### config.mk
export PLATFORM = sky130hd
export DESIGN_NAME = object_motion_ctrl
export DESIGN_NICKNAME = d
export VERILOG_FILES = /design/src/rtl/object_motion_ctrl_pkg.sv /design/src/rtl/object_motion_ctrl_lfsr16.sv /design/src/rtl/object_motion_ctrl.sv
export SDC_FILE = /design/constraint.sdc
export NUM_CORES = 1
export LEC_CHECK = 0
export BUFFER_PORTS_ARGS = -buffer_cell sky130_fd_sc_hd__buf_2
export CORE_MARGIN = 4
export CORE_UTILIZATION = 35
export CTS_BUF_LIST = sky130_fd_sc_hd__clkbuf_4 sky130_fd_sc_hd__clkbuf_8
export DETAILED_ROUTE_END_ITERATION = 6
export GPL_TIMING_DRIVEN = 0
export MAX_ROUTING_LAYER = met4
export PLACE_DENSITY = 0.65
export SETUP_SLACK_MARGIN = 0.1
export SYNTH_ARGS = -nofsm -noshare
export SYNTH_HDL_FRONTEND = slang
export SYNTH_HIERARCHICAL = 1
export SYNTH_SLANG_ARGS = --single-unit
### constraint.sdc
create_clock -name clk -period 5 [get_ports clk]
set_input_delay 0.25 -clock clk [delete_from_list [all_inputs] [get_ports clk]]
set_output_delay 0.25 -clock clk [all_outputs]
set_load 0.02 [all_outputs]
### src/rtl/object_motion_ctrl_pkg.sv
// Shared types and constants for the object motion controller.
// Holds FSM states, crash encodings, start positions and LFSR seed.
package object_motion_ctrl_pkg;

    typedef enum logic [3:0] {
        S_IDLE,
        S_UPD_P,
        S_UPD_E0,
        S_UPD_E1,
        S_UPD_E2,
        S_CHK_E0,
        S_CHK_E1,
        S_CHK_E2,
        S_WAIT,
        S_CRASHED
    } state_t;

    localparam logic [1:0] CRASH_RUN  = 2'b00;
    localparam logic [1:0] CRASH_HIT  = 2'b01;
    localparam logic [1:0] CRASH_IDLE = 2'b10;

    localparam logic [11:0] PLANE_X0 = 12'd200;
    localparam logic [11:0] PLANE_Y0 = 12'd360;
    localparam logic [11:0] ENEMY_X0 = 12'd1240;
    localparam logic [11:0] ENEMY_Y0 = 12'd200;
    localparam logic [11:0] PRO_X0   = 12'd1240;
    localparam logic [11:0] PRO_Y0   = 12'd400;
    localparam logic [11:0] PRO2_X0  = 12'd1240;
    localparam logic [11:0] PRO2_Y0  = 12'd600;

    localparam logic [11:0] HIT_DX      = 12'd70;
    localparam logic [11:0] HIT_DY      = 12'd90;
    localparam logic [11:0] PLANE_MX    = 12'd50;
    localparam logic [11:0] PLANE_MY    = 12'd70;
    localparam logic [11:0] WRAP_MARGIN = 12'd20;
    localparam logic [11:0] WRAP_Y_BASE = 12'd100;

    localparam logic [15:0] LFSR_SEED = 16'hACE1;

    function automatic logic [11:0] absdiff(
        input logic [11:0] a,
        input logic [11:0] b
    );
        return (a >= b) ? (a - b) : (b - a);
    endfunction

endpackage

### src/rtl/object_motion_ctrl_lfsr16.sv
// 16-bit Fibonacci LFSR, taps 16,14,13,11; free-running.
// A nonzero seed on a maximal polynomial never reaches all-zero.
module lfsr16
    import object_motion_ctrl_pkg::*;
(
    input  logic        clk,
    input  logic        rst,
    output logic [15:0] state_o
);

    logic [15:0] state_q;
    logic [15:0] state_d;
    logic        fb;

    always_comb begin
        fb      = state_q[15] ^ state_q[13] ^ state_q[12] ^ state_q[10];
        state_d = {state_q[14:0], fb};
    end

    always_ff @(posedge clk) begin
        if (rst) begin
            state_q <= LFSR_SEED;
        end else begin
            state_q <= state_d;
        end
    end

    assign state_o = state_q;

endmodule

### src/rtl/object_motion_ctrl.sv
// Per-frame plane/enemy motion with wrap-around and collision detection.
// One object is updated or checked per cycle; all outputs are registered.
module object_motion_ctrl
    import object_motion_ctrl_pkg::*;
#(
    parameter int H_ACTIVE   = 1280,
    parameter int V_ACTIVE   = 720,
    parameter int PLANE_STEP = 4,
    parameter int ENEMY_STEP = 2,
    parameter int PRO_STEP   = 3
) (
    input  logic        clk,
    input  logic        rst,
    input  logic        frame_tick,
    input  logic        key_up,
    input  logic        key_down,
    input  logic        key_left,
    input  logic        key_right,
    input  logic        key_start,
    output logic [11:0] PLANE_x,
    output logic [11:0] PLANE_y,
    output logic [11:0] ENEMY_x,
    output logic [11:0] ENEMY_y,
    output logic [11:0] ENEMYPRO_x,
    output logic [11:0] ENEMYPRO_y,
    output logic [11:0] ENEMYPRO_x2,
    output logic [11:0] ENEMYPRO_y2,
    output logic [1:0]  CRASH,
    output logic        busy
);

    localparam logic [11:0] X_MIN   = PLANE_MX;
    localparam logic [11:0] X_MAX   = 12'(H_ACTIVE) - PLANE_MX;
    localparam logic [11:0] Y_MIN   = PLANE_MY;
    localparam logic [11:0] Y_MAX   = 12'(V_ACTIVE) - PLANE_MY;
    localparam logic [11:0] WRAP_X  = 12'(H_ACTIVE - 1) - WRAP_MARGIN;
    localparam logic [11:0] PL_STEP = 12'(PLANE_STEP);
    localparam logic [11:0] E_STEP  = 12'(ENEMY_STEP);
    localparam logic [11:0] P_STEP  = 12'(PRO_STEP);

    state_t      state_q, state_d;
    logic [11:0] px_q, px_d, py_q, py_d;
    logic [11:0] ex_q [3];
    logic [11:0] ex_d [3];
    logic [11:0] ey_q [3];
    logic [11:0] ey_d [3];
    logic        hit_q, hit_d, hit_now;
    logic [1:0]  crash_q, crash_d;
    logic        busy_q, busy_d;
    logic [1:0]  k;
    logic [11:0] step_k;
    logic [15:0] lfsr;
    logic        lfsr_unused;

    lfsr16 u_lfsr (
        .clk     (clk),
        .rst     (rst),
        .state_o (lfsr)
    );

    assign lfsr_unused = ^lfsr[15:9];

    always_comb begin
        unique case (state_q)
            S_UPD_E1, S_CHK_E1: k = 2'd1;
            S_UPD_E2, S_CHK_E2: k = 2'd2;
            default:            k = 2'd0;
        endcase
        step_k = (k == 2'd0) ? E_STEP : P_STEP;
    end

    always_comb begin
        state_d = state_q;
        px_d    = px_q;
        py_d    = py_q;
        ex_d    = ex_q;
        ey_d    = ey_q;
        hit_d   = hit_q;
        hit_now = 1'b0;
        unique case (state_q)
            S_IDLE: begin
                if (key_start) state_d = S_WAIT;
            end
            S_WAIT: begin
                if (frame_tick) begin
                    state_d = S_UPD_P;
                    hit_d   = 1'b0;
                end
            end
            S_UPD_P: begin
                if (key_up && !key_down) begin
                    py_d = (py_q < Y_MIN + PL_STEP) ? Y_MIN : py_q - PL_STEP;
                end else if (key_down && !key_up) begin
                    py_d = (py_q + PL_STEP > Y_MAX) ? Y_MAX : py_q + PL_STEP;
                end
                if (key_left && !key_right) begin
                    px_d = (px_q < X_MIN + PL_STEP) ? X_MIN : px_q - PL_STEP;
                end else if (key_right && !key_left) begin
                    px_d = (px_q + PL_STEP > X_MAX) ? X_MAX : px_q + PL_STEP;
                end
                state_d = S_UPD_E0;
            end
            S_UPD_E0, S_UPD_E1, S_UPD_E2: begin
                // Bound check first so the subtraction never underflows
                if (ex_q[k] <= WRAP_MARGIN + step_k) begin
                    ex_d[k] = WRAP_X;
                    ey_d[k] = {3'b000, lfsr[8:0]} + WRAP_Y_BASE;
                end else begin
                    ex_d[k] = ex_q[k] - step_k;
                end
                state_d = state_t'(state_q + 4'd1);
            end
            S_CHK_E0, S_CHK_E1, S_CHK_E2: begin
                hit_now = (absdiff(px_q, ex_q[k]) <= HIT_DX) &&
                          (absdiff(py_q, ey_q[k]) <= HIT_DY);
                hit_d   = hit_q | hit_now;
                if (state_q == S_CHK_E2) begin
                    state_d = hit_d ? S_CRASHED : S_WAIT;
                end else begin
                    state_d = state_t'(state_q + 4'd1);
                end
            end
            S_CRASHED: begin
                if (key_start) begin
                    px_d    = PLANE_X0;
                    py_d    = PLANE_Y0;
                    ex_d    = '{ENEMY_X0, PRO_X0, PRO2_X0};
                    ey_d    = '{ENEMY_Y0, PRO_Y0, PRO2_Y0};
                    state_d = S_WAIT;
                end
            end
            default: state_d = S_IDLE;
        endcase
    end

    always_comb begin
        unique case (state_d)
            S_IDLE:    crash_d = CRASH_IDLE;
            S_CRASHED: crash_d = CRASH_HIT;
            default:   crash_d = CRASH_RUN;
        endcase
        busy_d = (state_d inside {S_UPD_P, S_UPD_E0, S_UPD_E1, S_UPD_E2,
                                  S_CHK_E0, S_CHK_E1, S_CHK_E2});
    end

    always_ff @(posedge clk) begin
        if (rst) begin
            state_q <= S_IDLE;
            px_q    <= PLANE_X0;
            py_q    <= PLANE_Y0;
            ex_q    <= '{ENEMY_X0, PRO_X0, PRO2_X0};
            ey_q    <= '{ENEMY_Y0, PRO_Y0, PRO2_Y0};
            hit_q   <= 1'b0;
            crash_q <= CRASH_IDLE;
            busy_q  <= 1'b0;
        end else begin
            state_q <= state_d;
            px_q    <= px_d;
            py_q    <= py_d;
            ex_q    <= ex_d;
            ey_q    <= ey_d;
            hit_q   <= hit_d;
            crash_q <= crash_d;
            busy_q  <= busy_d;
        end
    end

    assign PLANE_x     = px_q;
    assign PLANE_y     = py_q;
    assign ENEMY_x     = ex_q[0];
    assign ENEMY_y     = ey_q[0];
    assign ENEMYPRO_x  = ex_q[1];
    assign ENEMYPRO_y  = ey_q[1];
    assign ENEMYPRO_x2 = ex_q[2];
    assign ENEMYPRO_y2 = ey_q[2];
    assign CRASH       = crash_q;
    assign busy        = busy_q;

endmodule

==> out/qor.yml, run 1 <==
run_status:
  outcome: "finished clean"
global_route:
  use_met3_pct: 3.94
  antenna_found_initial: 0
  grt_pass1_wl_um: 47000
  busiest_layer: "met2"
  gr-usage-all-layers_pct: 22.5
  grt-ovfl-total: 0
  grt_max_degree: 25
  grt_pass1_vias: 8324
  grtUsageMet2_pct: 32.5
  met1_usage_pct: 32.0
placement:
  dpl_cell_area_um2: 9550
  place.gp.congestion: 0.963
  post-place-cells: 1581
  hpwlAfterDp_um: 23300
  io_buffers: 98
  preCtsSetupSlack_ns: -0.705
sta:
  worstMarginPinSlew_ns: 0.923
  setup_viol: 0
  drv_slew: 0
  max_freq_mhz: 211
  period_minus_slack_ns: 4.74
  hold_viol: 0
  rsz0062_at_grt: "no"
  post-route-period-util_pct: 94.8
  finalWorstSetupSlack_ns: 0.258
  skew_ns: 0.0200
  max_slew_margin_pct: 38.5
setup_path:
  path_class: "reg2reg"
  critical-path-max-stage-delay_ns: 0.41
  crit_family: "compound AO/OA/AOI/OAI gates"
  cp-end-kind: "flop"
  slowest_stage: "dfxtp_4"
  crit_chain: "inv_1 -> ha_1 -> or2_4 -> nand2_4 -> buf_6 -> mux2i_1 -> a2bb2oi_2 -> inv_1 -> ha_1 -> clkbuf_2 -> and3_1 -> a221oi_2 -> nand2_1 -> o21bai_2 -> o21ai_2 -> buf_4 -> mux2i_1 -> xor2_1 -> o41ai_4 -> o311ai_1 -> o22ai_1"
  cp_max_fo: 10
  setup.worst_path.start: "state_q[0]"
  critPathBufInv: 5
  timing.rr.start: "state_q[0]"
  worstSetupStartpointType: "flop"
  cp_data_arrival_time_ns: 5.09
  cp.required_ns: 5.34
  r2r_slack_ns: 0.26
synthesis:
  synth.largest_area_cell: "dfxtp_1"
  synth_edf_count: 0
  synthesis.area_um2: 8610
  async_flop_share_pct: 0
  syn_area_per_cell_um2: 7.50
  ys_types: 84
  synth.top_cells.by_count: "nand2_1, nor2_1, dfxtp_1"
  ys_warn_count: 6
  ys_seq_elements: 112
  synth_cells: 1148
  ys_seq_area_share_pct: 26.0
  yosysMostFrequentCell: "nand2_1"
  synth_top_area_share_pct: 26.0
  synth_top_cells_by_area: "dfxtp_1, ha_1, a21oi_1"
  synthFlopType: "dfxtp_1"
die:
  start_util_pct: 35.5
  die_x_um: 165
  die_y_um: 165
  core_um2: 24200
  top_level_ports: 107
  fp.dieArea_um2: 27200
  rows: 57
layout:
  nNetsFinal: 1353
  drive_above_1_share_pct: 16.2
  insertedDiodeCount: 0
  syn_to_final_growth_pct: 17.4
  layout.cells.non_filler: 1613
  post-route-cell-area_um2: 10100
  nFillCells: 2556
detailed_routing:
  ant_nets: 0
  wl_per_cell_um: 19.1
  drc: 0
  drt_iter0_drc: 1087
  first_pass_iters: 6
  vias: 9178
  viasPerCell: 5.69
  routed_wl_um: 30800
clocking:
  cts.clk_slew.worst_paths_ns: 0.13
  cts_buffers: 9
  clock-sinks: 112
  h-tree-depth: 3
  clockBufferDepth: 2
  clkLatencyLatePin_ns: 0.42
  cts_root_buf: "clkbuf_8"
  cts_tree: "yes"
run:
  drv_cap: 0
min_path:
  hp-class: "in2reg"
  worstHoldStart: "rst"
power_and_ir_drop:
  p_clk_share_pct: 19.6
  intPower_w: 0.00173
  vdd_drop_max_mv: 0.145
  power.total_w: 0.00320
  swShare_pct: 45.9
  leakage_nw: 4.25
  p_seq_share_pct: 31.7
  pwr-share-comb_pct: 48.8
  power.density_nw_per_um2: 317
  switchingPower_w: 0.00147
[what timing repair did]
action	4_1_cts	5_1_grt
hold buffers	0	0
resized for setup	25	40
hold endpoints to repair	0	0
setup endpoints to repair	3	3
pin swaps	4	11
buffers inserted	5	13
[worst paths after layout]
path | to | cells past startpoint
setup / recovery | hit_q | 21
hold / removal | u_lfsr/state_o[2] | 2
setup reg to reg | hit_q | 21
hold reg to reg | u_lfsr/state_o[15] | 1
[state kept, by name (all words and copies together) (netlist names)]
name and count:
u_lfsr/state_o 16, busy 1, PLANE_x 11, ENEMYPRO_y2 10, CRASH 2, ENEMYPRO_x 12, ENEMYPRO_y 10, ENEMY_y 10
hit_q 1, state_q 4, PLANE_y 11, ENEMYPRO_x2 12, ENEMY_x 12
[routing by layer]
layer	part of all wire (%)	up-vias
met5	0	-
met4	2.7	0
met3	7.6	46
met2	44	385
met1	46	4360
li1	-	4387
[placed cells by master (no fill, tap or decap), types with 6 or more instances in the layout]
cell type	n
a21o_1	12
a21oi_1	92
a221oi_1	6
a22oi_1	24
a31oi_1	15
and2_1	12
and3_1	7
buf_2	102
buf_4	30
clkbuf_1	36
clkbuf_8	9
conb_1	13
dfxtp_1	110
ha_1	56
inv_1	56
mux2i_1	26
nand2_1	120
nand2b_1	20
nand3_1	37
nand4_1	12
nor2_1	109
nor2b_1	17
nor3_1	32
nor3_2	6
nor4_1	7
o211ai_1	8
o21a_1	14
o21ai_0	58
o21ai_1	19
o221ai_1	7
o22ai_1	16
o31ai_1	6
or2_1	8
xnor2_1	24
xor2_1	18
[metrics by stage]
stage / util, % / hold slack (ns) / setup TNS, ns
after global routing: 41.7 / 0.161 / 0
final: 41.7 / 0.166 / 0
after CTS: 40.8 / 0.151 / 0
after floorplan: - / 0.322 / 0
after global placement: 39.4 / 0.389 / -1.92
after detailed placement: 39.4 / 0.401 / -2.06
[power by group through the flow]
stage,Clock [W],Combinational (W),Sequential (W)
2_1_floorplan,0,0.00102,0.00106
3_3_place_gp,0,0.00142,0.00103
3_5_place_dp,0,0.00143,0.00103
4_1_cts,0.000636,0.00146,0.00101
5_1_grt,0.000663,0.00171,0.00102
6_report,0.000627,0.00156,0.00101
[cell families (layout without fill, tap and decap cells)]
family | after synthesis | count (layout) | share of synthesized area, %
AOI/OAI and AO/OA | 355 | 355 | 27.3
xor gates and xnor gates | 42 | 42 | 4.27
adders and majority gates | 61 | 61 | 9.13
buffers and inverters | 127 | 257 | 6.31
DFF | 112 | 112 | 26.0
muxes | 27 | 27 | 3.28
other | 2 | 13 | 0.0872
and+or+nand+nor | 422 | 422 | 23.6
[layout make-up]
type	count	area (µm²)	area share [%]
Timing Repair Buffer	116	626	6.19
Buffer	67	355	3.52
Sequential cell	112	2250	22.2
Clock inverter	7	96.3	0.953
Clock buffer	9	124	1.23
Tap cell	324	405	4.01
Multi-Input combinational cell	920	6040	59.7
Inverter	58	218	2.15
Power figures use the tool's default switching activity.
==> run 2: changes to the inputs <==
--- a/config.mk
+++ b/config.mk
@@ -5,6 +5,7 @@
 export SDC_FILE = /design/constraint.sdc
 export NUM_CORES = 1
 export LEC_CHECK = 0
+export ABC_AREA = 1
 export BUFFER_PORTS_ARGS = -buffer_cell sky130_fd_sc_hd__buf_2
 export CORE_MARGIN = 4
 export CORE_UTILIZATION = 35
@@ -12,7 +13,7 @@
 export DETAILED_ROUTE_END_ITERATION = 6
 export GPL_TIMING_DRIVEN = 0
 export MAX_ROUTING_LAYER = met4
-export PLACE_DENSITY = 0.65
+export PLACE_DENSITY = 0.66
 export SETUP_SLACK_MARGIN = 0.1
 export SYNTH_ARGS = -nofsm -noshare
 export SYNTH_HDL_FRONTEND = slang
==> constraint.sdc (replaced) <==
create_clock -name clk -period 4.2 [get_ports clk]
set_input_delay 0.21 -clock clk [delete_from_list [all_inputs] [get_ports clk]]
set_output_delay 0.21 -clock clk [all_outputs]
set_load 0.02 [all_outputs]
==> out/qor.yml, run 2 <==
setup_path:
  critical-path-max-stage-delay_ns: 0.42  # was 0.41 ns
  worstSetupStartpointType: "flop"  # unchanged
  cp-end-kind: "flop"  # unchanged
  cp_data_arrival_time_ns: 4.28  # was 5.09 ns
  crit_top_cell: "nand2_1"
  cp_max_fo: 7  # was 10
  cp.required_ns: 4.49  # was 5.34 ns
  slowest_stage: "dfxtp_4"  # unchanged
  path_class: "reg2reg"  # unchanged
layout:
  layout_commonest_cell: "nand2_1"  # unchanged
  largest_reg_flops: 16  # unchanged
  syn_to_final_growth_pct: 24.1  # was 17.4%
  nNetsFinal: 1623  # was 1353
  nFillCells: 2656  # was 2556
  mostFrequentLayoutCells: "nand2_1, inv_1, dfxtp_1, nor2_1, a21oi_1"  # was nand2_1, dfxtp_1, nor2_1, buf_2, a21oi_1
  fin_util_pct: 44.4  # was 41.7%
  post-route-cell-area_um2: 11200  # was 10100 µm²
  drive_above_1_share_pct: 19.9  # was 16.2%
sta:
  hold_viol: 0  # unchanged
  skew_ns: 0.0213  # was 0.0200 ns
  tns_ns: 0  # unchanged
  max_freq_mhz: 251  # was 211 MHz
  hold_ws_ns: 0.0844  # was 0.166 ns
  setup_viol: 0  # unchanged
  max_slew_margin_pct: 43.9  # was 38.5%
  period_minus_slack_ns: 3.99  # was 4.74 ns
  drv_slew: 0  # unchanged
  post-route-period-util_pct: 94.9  # was 94.8%
  worstMarginPinSlew_ns: 0.833  # was 0.923 ns
  rsz0062_at_grt: "yes"  # was no
global_route:
  antenna_found_initial: 1  # was 0
  grt_max_degree: 23  # was 25
  grt_pass1_vias: 9371  # was 8324
  grt-ovfl-total: 0  # unchanged
  gr-usage-all-layers_pct: 22.1  # was 22.5%
  grt_pass1_wl_um: 49900  # was 47000 µm
run_status:
  outcome: "finished clean"  # unchanged
detailed_routing:
  top_layer: "met4"  # unchanged
  viasPerCell: 5.31  # was 5.69
  wl_met3_um: 1510  # was 2330 µm
  ant_nets: 0  # unchanged
  drt_iter0_drc: 863  # was 1087
  drc: 0  # unchanged
  routed_wl_um: 31800  # was 30800 µm
  wl_per_cell_um: 16.8  # was 19.1 µm
  vias: 10000  # was 9178
  route.met2.wl_um: 15200  # was 13600 µm
  wl_met1_um: 14300  # was 14100 µm
  first_pass_iters: 5  # was 6
power_and_ir_drop:
  power.density_nw_per_um2: 493  # was 317 nW/µm²
  switchingPower_w: 0.00281  # was 0.00147 W
  p_seq_share_pct: 24.4  # was 31.7%
  intPower_w: 0.00271  # was 0.00173 W
  pwr-share-comb_pct: 63.0  # was 48.8%
  swShare_pct: 50.9  # was 45.9%
  power.total_w: 0.00552  # was 0.00320 W
  p_clk_share_pct: 12.5  # was 19.6%
  leakage_nw: 5.23  # was 4.25 nW
  vdd_drop_max_mv: 0.208  # was 0.145 mV
synthesis:
  synthesis.area_um2: 9030  # was 8610 µm²
  yosysMostFrequentCell: "nand2_1"  # unchanged
  synthAdderAreaFrac_pct: 8.70  # was 9.13%
  synth_cells: 1394  # was 1148
  syn_area_per_cell_um2: 6.48  # was 7.50 µm²
  synth.area.mux_share_pct: 0.111  # was 3.28%
  synth_top_family_by_area: "simple AND/OR/NAND/NOR gates"  # was compound AO/OA/AOI/OAI gates
  synth_top_cells_by_area: "dfxtp_1, nand2_1, ha_1"  # was dfxtp_1, ha_1, a21oi_1
  yosys.area_share.simple_pct: 29.3  # was 23.6%
  synth_edf_count: 0  # unchanged
  synth.largest_area_cell: "dfxtp_1"  # unchanged
  synth-xor-area-share_pct: 5.14  # was 4.27%
  synthFlopType: "dfxtp_1"  # unchanged
  async_flop_share_pct: 0  # unchanged
  ys_warn_count: 6  # unchanged
  synth_compound_gate_area_share_pct: 20.9  # was 27.3%
  synth.top_cells.by_count: "nand2_1, inv_1, a21oi_1, nor2_1, dfxtp_1"  # was nand2_1, nor2_1, dfxtp_1
  ys_types: 63  # was 84
  ys_seq_area_share_pct: 24.8  # was 26.0%
  synth_top_area_share_pct: 24.8  # was 26.0%
  ys_seq_elements: 112  # unchanged
placement:
  place.gp.congestion: 0.971  # was 0.963
  io_buffers: 98  # unchanged
  hpwlAfterDp_um: 24500  # was 23300 µm
  dpl_cell_area_um2: 9970  # was 9550 µm²
run:
  drv_cap: 0  # unchanged
clocking:
  clkLatencyLatePin_ns: 0.41  # was 0.42 ns
  cts_root_buf: "clkbuf_8"  # unchanged
  cts_tree: "yes"  # unchanged
  h-tree-depth: 3  # unchanged
  cts.clk_slew.worst_paths_ns: 0.13  # about the same
  clockBufferDepth: 2  # unchanged
  clock-sinks: 112  # unchanged
  holdBufCountCts: 0  # unchanged
  cts_buffers: 9  # unchanged
die:
  fp.dieArea_um2: 28400  # was 27200 µm²
  rows: 58  # was 57
  start_util_pct: 35.8  # was 35.5%
  die_x_um: 169  # was 165 µm
  die_y_um: 169  # was 165 µm
  top_level_ports: 107  # unchanged
  core_um2: 25300  # was 24200 µm²
min_path:
  hp-class: "in2reg"  # unchanged
==> run 2: area by class of cell <==
| class | count | area [µm²] | share of cell area (%) |
|---|---|---|---|
| clock buffers | 9 | 124 | 1.11 |
| plain buffers | 50 | 345 | 3.08 |
| flip-flops and latches | 112 | 2250 | 20.1 |
| clock inverters | 7 | 78.8 | 0.704 |
| diodes | 1 | 2.50 | 0.0223 |
| repair buffers | 141 | 872 | 7.79 |
| inverters | 189 | 756 | 6.75 |
| multi-input cells | 1051 | 6360 | 56.8 |
| well taps | 330 | 413 | 3.69 |
==> run 2: worst paths after layout <==
| kind | from | end | slack, ns | depth (start not counted) |
|---|---|---|---|---|
| max | state_q[0] | CRASH[1] | 0.21 | 33 |
| min | rst | u_lfsr/state_o[5] | 0.08 | 2 |
| max reg2reg | state_q[0] | CRASH[1] | 0.21 | 33 |
| min reg2reg | u_lfsr/state_o[14] | u_lfsr/state_o[15] | 0.42 | 1 |
==> run 2: routing by layer <==
metal	vias to the layer above	track usage [%]
li1	4921	-
met1	4757	28.9
met2	310	36.8
met3	55	2.24
met4	0	5.96
met5	-	-
==> run 2: kinds of logic (layout without fill, tap and decap cells) <==
family,count (synthesis),in the layout
other,2,14
AOI/OAI and AO/OA,311,311
and+or+nand+nor,612,612
xor gates and xnor gates,53,53
DFF,112,112
adders and majority gates,61,61
buffers and inverters,242,396
muxes,1,1
==> run 2: repair_timing <==
item | 4_1_cts | 5_1_grt
setup endpoints to repair | 53 | 5
setup buffers | 13 | 29
cloned | 0 | 1
pin swaps | 10 | 34
resized for setup | 93 | 66
==> run 2: power by group through the flow <==
stage | registers, W | logic (W) | clock network, W
floorplan | 0.00141 | 0.00218 | 0
global placement | 0.00135 | 0.00299 | 0
detailed placement | 0.00135 | 0.00300 | 0
CTS | 0.00134 | 0.00318 | 0.000697
global route | 0.00136 | 0.00387 | 0.000742
finish | 0.00135 | 0.00348 | 0.000691
==> run 2: worst max-delay path, delay by kind of cell, from the launching register on <==
family | cells | cell delay (ns)
AND/OR/NAND/NOR | 19 | 1.66
buffers and inverters | 9 | 0.92
adder cells (fa/ha/maj) | 2 | 0.45
flip-flops | 1 | 0.42
AO/OA/AOI/OAI | 3 | 0.39
==> run 2: stage by stage <==
step	setup WS (ns)	instances
2_1_floorplan	0.131	1405
3_3_place_gp	-1.27	1833
3_5_place_dp	-1.26	1833
4_1_cts	0.100	1859
5_1_grt	0.0154	1890
6_report	0.213	1890
